[src/rtl/iris_mem_arbiter.sv]
// iris_mem_arbiter: round-robin arbiter sharing one memory port among N_CORES.
// Optional lock hint support is enabled by defining IRIS_ARB_LOCK_EN.
module iris_mem_arbiter #(
    parameter int N_CORES    = 8,
    parameter int DATA_WIDTH = 24,
    parameter int ADDR_WIDTH = 16
) (
    input  logic                          clk,
    input  logic                          rst_n,
    input  logic [N_CORES-1:0]            req_valid,
    output logic [N_CORES-1:0]            req_ready,
    input  logic [N_CORES-1:0]            req_we,
    input  logic [N_CORES-1:0]            req_lock,
    input  logic [N_CORES*ADDR_WIDTH-1:0] req_addr,
    input  logic [N_CORES*DATA_WIDTH-1:0] req_wdata,
    output logic [N_CORES-1:0]            rsp_valid,
    output logic [DATA_WIDTH-1:0]         rsp_rdata,
    output logic                          mem_ce,
    output logic                          mem_we,
    output logic [ADDR_WIDTH-1:0]         mem_addr,
    output logic [DATA_WIDTH-1:0]         mem_wdata,
    input  logic [DATA_WIDTH-1:0]         mem_rdata,
    output logic                          busy
);

    localparam int PW = $clog2(N_CORES);
    localparam int SW = PW + 1;

    typedef enum logic [1:0] {IDLE, ACCESS, RESP} state_t;

    state_t                r_state;
    logic [PW-1:0]         r_ptr;
    logic [PW-1:0]         r_g;
    logic [N_CORES-1:0]    r_rsp_valid;
    logic                  r_mem_ce;
    logic                  r_mem_we;
    logic [ADDR_WIDTH-1:0] r_mem_addr;
    logic [DATA_WIDTH-1:0] r_mem_wdata;

    logic                  w_any;
    logic [PW-1:0]         w_g;
    logic [PW-1:0]         w_g_next;
    logic [PW-1:0]         w_ptr_nxt;
    logic [N_CORES-1:0]    w_g_oh;
    logic [N_CORES-1:0]    w_r_g_oh;
    logic [ADDR_WIDTH-1:0] w_addr;
    logic [DATA_WIDTH-1:0] w_wdata;

    // Scan requesters starting at the pointer; first valid one wins.
    always_comb begin
        logic [SW-1:0] v_sum;
        v_sum = '0;
        w_any = 1'b0;
        w_g   = '0;
        for (int k = 0; k < N_CORES; k++) begin
            v_sum = {1'b0, r_ptr} + SW'(k);
            if (v_sum >= SW'(N_CORES))
                v_sum = v_sum - SW'(N_CORES);
            if (!w_any && req_valid[v_sum[PW-1:0]]) begin
                w_any = 1'b1;
                w_g   = v_sum[PW-1:0];
            end
        end
    end

    assign w_g_next = (w_g == PW'(N_CORES - 1)) ? '0 : w_g + PW'(1);
    assign w_g_oh   = {{(N_CORES-1){1'b0}}, 1'b1} << w_g;
    assign w_r_g_oh = {{(N_CORES-1){1'b0}}, 1'b1} << r_g;
    assign w_addr   = req_addr[int'(w_g)*ADDR_WIDTH +: ADDR_WIDTH];
    assign w_wdata  = req_wdata[int'(w_g)*DATA_WIDTH +: DATA_WIDTH];

`ifdef IRIS_ARB_LOCK_EN
    logic [1:0] r_lock_cnt;
    logic [1:0] w_lock_base;
    logic       w_hold;

    // A lock run continues only while the same core keeps winning.
    assign w_lock_base = (r_g == w_g) ? r_lock_cnt : 2'd0;
    assign w_hold      = req_lock[w_g] && (w_lock_base != 2'd3);
    assign w_ptr_nxt   = w_hold ? w_g : w_g_next;

    // Count consecutive locked grants; the fourth one releases the pointer.
    always_ff @(posedge clk or negedge rst_n) begin
        if (!rst_n) begin
            r_lock_cnt <= 2'd0;
        end else if (r_state == IDLE) begin
            if (w_any && w_hold)
                r_lock_cnt <= w_lock_base + 2'd1;
            else
                r_lock_cnt <= 2'd0;
        end
    end
`else
    logic w_lock_unused;
    assign w_lock_unused = ^req_lock;
    assign w_ptr_nxt     = w_g_next;
`endif

    // Arbitration FSM with registered memory and response outputs.
    always_ff @(posedge clk or negedge rst_n) begin
        if (!rst_n) begin
            r_state     <= IDLE;
            r_ptr       <= '0;
            r_g         <= '0;
            r_rsp_valid <= '0;
            r_mem_ce    <= 1'b0;
            r_mem_we    <= 1'b0;
            r_mem_addr  <= '0;
            r_mem_wdata <= '0;
        end else begin
            case (r_state)
                IDLE: begin
                    r_rsp_valid <= '0;
                    if (w_any) begin
                        r_g         <= w_g;
                        r_ptr       <= w_ptr_nxt;
                        r_mem_ce    <= 1'b1;
                        r_mem_we    <= req_we[w_g];
                        r_mem_addr  <= w_addr;
                        r_mem_wdata <= w_wdata;
                        r_state     <= ACCESS;
                    end
                end
                ACCESS: begin
                    r_mem_ce    <= 1'b0;
                    r_rsp_valid <= w_r_g_oh;
                    r_state     <= RESP;
                end
                RESP: begin
                    r_rsp_valid <= '0;
                    r_state     <= IDLE;
                end
                default: begin
                    r_rsp_valid <= '0;
                    r_mem_ce    <= 1'b0;
                    r_state     <= IDLE;
                end
            endcase
        end
    end

    assign req_ready = (r_state == IDLE && w_any) ? w_g_oh : '0;
    assign rsp_valid = r_rsp_valid;
    assign rsp_rdata = (r_state == RESP && !r_mem_we) ? mem_rdata : '0;
    assign mem_ce    = r_mem_ce;
    assign mem_we    = r_mem_we;
    assign mem_addr  = r_mem_addr;
    assign mem_wdata = r_mem_wdata;
    assign busy      = (r_state != IDLE);

endmodule

[config.mk]
export PLATFORM = sky130hd
export DESIGN_NAME = iris_mem_arbiter
export DESIGN_NICKNAME = d
export VERILOG_FILES = /design/src/rtl/iris_mem_arbiter.sv
export SDC_FILE = /design/constraint.sdc
export NUM_CORES = 1
export LEC_CHECK = 0
export CAP_MARGIN = 20
export CORE_AREA = 2 2 178 180
export CTS_BUF_LIST = sky130_fd_sc_hd__clkbuf_16
export DETAILED_ROUTE_END_ITERATION = 12
export DIE_AREA = 0 0 180 182
export DONT_BUFFER_PORTS = 1
export PLACE_DENSITY = 0.33
export SLEW_MARGIN = 10
export SYNTH_ARGS = -nofsm -noshare
export SYNTH_HDL_FRONTEND = slang
export SYNTH_SLANG_ARGS = --single-unit
export TNS_END_PERCENT = 5
[constraint.sdc]
create_clock -name clk -period 12.5 [get_ports clk]
set_input_delay 3.75 -clock clk [delete_from_list [all_inputs] [get_ports clk]]
set_output_delay 3.75 -clock clk [all_outputs]
set_load 0.02 [all_outputs]
==> qor.csv <==
metric;value;unit
fp.dieW;180;µm
cts_resized;0;
drt_first_pass_iters;5;
tritoncts;built;
report.final.slew_viol_count;0;
dieArea;0.03276;mm²
synth_area_leader_cell;mux2i_1;
muxShareOfSynthArea;35.22;%
postCtsSetupBuffers;0;
syn_inst;617;
final_nets;960;
min_period_over_period;84.76;%
synth_top_family_by_area;multiplexers;
vdd_drop_max;0.4028;mV
grt_overflow_total;0;
synth_seq_area_share;23.74;%
wl_met1;9517;µm
finish.instance_area;0.006691;mm²
drc;0;
ant_nets;0;
tightest_slew;1.114;ns
fin_hold_ws;0.4646;ns
r2r_end;mem_addr[13];
drtIter0Drc;294;
crit_fanout;72;
gp_congestion;0.8482;
synth_area_leaders;mux2i_1 (25%), dfrtp_1 (24%), o221a_2 (5.7%);
mostFrequentLayoutCells;mux2i_1 (154), nand2_1 (72), dfrtp_1 (58);
synth-seq-cells;58;
fin_skew;0.01175;ns
final_common_cell;mux2i_1;
grt_pass1_vias;5546;
status;completed;
postLayoutSetupSlackWorst;1.905;ns
syn_area_per_cell;9.910;µm²
syn-num-nets;994;
root_buffer;clkbuf_16;
clkSinkCount;58;
fin_crit;10.59;ns
top_layer;met4;
placed_area;0.006390;mm²
synthAdderAreaFrac;1.432;%
rr_worst_depth;12;
leakage;2.641;nW
htree_num_levels;3;
rows;65;
relSlewSlack;25.70;%
holdCritStartpoint;r_state[1];
wl_per_cell;23.66;µm
grt_max_degree;73;
synth_edf_count;0;
cellPowerDensity;482.8;mW/mm²
coreArea;0.03099;mm²
critical_path_class;in2out;
drive_above_1_share;20.75;%
rsz0062_at_grt;false;
cts.clk_slew.worst_paths;0.05;ns
r2r_slack;5.88;ns
rr_startpoint;r_ptr[1];
ys_async_sr_fraction;100.0;%
die_y;182;µm
grt_antenna_before_repair;3;
setup_viol;0;
hpwlAfterDp;18020;µm
grtUsageTotal;13.52;%
power;3.231;mW
synth_simple_gate_area_share;12.56;%
dp_slack;1.905;ns
drv_cap;0;
clock.fmax;94.39;MHz
area_growth;9.433;%
endpoint_kind;primary output;
cts_hold_buf;0;
clk_path_buf_depth;2;
dr_wl_met2;12000;µm
synthXorXnorAreaFrac;0.4297;%
ys_warn_count;0;
synth_top_area_share;25.21;%
num_vias;5174;
whs_path_depth;1;
hold_viol;0;
holdPathEnd;r_state[1];
cts_inserted_buffers;9;
synth-main-ff-cell;dfrtp_1;
cp.required;8.75;ns
grt_pass1_wl;33670;µm
io_pins;453;
cp_data_arrival_time;6.84;ns
synth_compound_area_share;20.46;%
viasPerCell;5.210;
startpoint_type;primary input;
initial_core_util;19.73;%
io_buffers;0;
wirelength;23500;µm
tns;0;ns
synthesis.area;0.006115;mm²
hold_class;reg2reg;
clkLatencyLatePin;0.34;ns
yosys.cell_types.count;60;
wl_met3;1547;µm
==> critical path: stages <==
cell     delay (ns)
mux4_2         0.54
and2_1         0.24
o32ai_2        0.54
and3_1         0.27
a21o_4         0.77
ha_1           0.32
ha_1           0.14
and2_1         0.23
==> synthesized netlist by cell type, types with 3 or more instances <==
cell and number:
a211oi_1 4, and2_0 8, o32ai_1 11, nor3_1 3, and3_1 5, o21ai_0 8
inv_1 7, mux4_2 11, mux2_2 17, nand2_1 73, mux2i_1 154, dfrtp_1 58
clkbuf_1 16, a2111oi_2 7, buf_4 13, a2111oi_0 3, ha_1 7, and2_1 32
buf_2 19, o221a_2 31, nand3_1 3, buf_6 6, a32oi_1 31, nor2_1 16
a21o_1 3, inv_2 3, a21oi_1 7, mux2_4 10, a211oi_2 8, nand2b_1 6
==> layout make-up <==
type,instances,area (µm²)
Sequential cell,58,1451
Fill cell,3356,24290
Timing Repair Buffer,10,75.07
Clock buffer,9,225.2
Inverter,11,42.54
Tap cell,402,503.0
Multi-Input combinational cell,493,4318
Antenna cell,3,7.507
Clock inverter,7,68.82
==> layer usage <==
metal / up-vias / track usage, %
li1: 2318 / -
met3: 23 / 3.610
met1: 2559 / 16.04
met2: 274 / 23.51
met5: - / 0
met4: 0 / 4.683
==> worst max path at each step <==
stage / from / to / slack, ns / depth (start not counted)
finish: req_valid[2] / req_ready[7] / 1.91 / 8
detailed placement: req_valid[2] / req_ready[7] / 1.91 / 8
floorplan: req_valid[2] / req_ready[7] / 2.44 / 12
global placement: req_valid[2] / req_ready[7] / 1.97 / 8
global route: req_valid[2] / req_ready[7] / 1.67 / 8
CTS: req_valid[2] / req_ready[7] / 1.89 / 8
==> registers in the layout, summed over array words and instances (netlist names) <==
register   cells
mem_addr      16
mem_ce         1
mem_wdata     24
mem_we         1
r_g            3
r_ptr          3
r_state        2
rsp_valid      8
==> where the power goes <==
group	switching (mW)	internal, mW	total, mW	leakage [nW]
sequential	0.184	0.287	0.472	0.668
combinational	1.42	1.09	2.50	1.83
clock	0.103	0.154	0.257	0.143
total	1.70	1.53	3.23	2.64
==> logic make-up (layout without fill, tap and decap cells) <==
logic type / Yosys count / count (layout)
flip-flops: 58 / 58
buffers and inverters: 66 / 37
adder cells (fa/ha/maj): 7 / 7
AND/OR/NAND/NOR: 156 / 156
AO/OA/AOI/OAI: 133 / 133
multiplexers: 194 / 194
XOR/XNOR: 3 / 3
other: 0 / 3
==> through the flow <==
stage | cells | utilization, %
final | 993 | 21.60
after global placement | 974 | 20.62
after floorplan | 617 | -
after global routing | 991 | 21.58
after detailed placement | 974 | 20.62
after CTS | 990 | 21.57
Power figures use the tool's default switching activity.
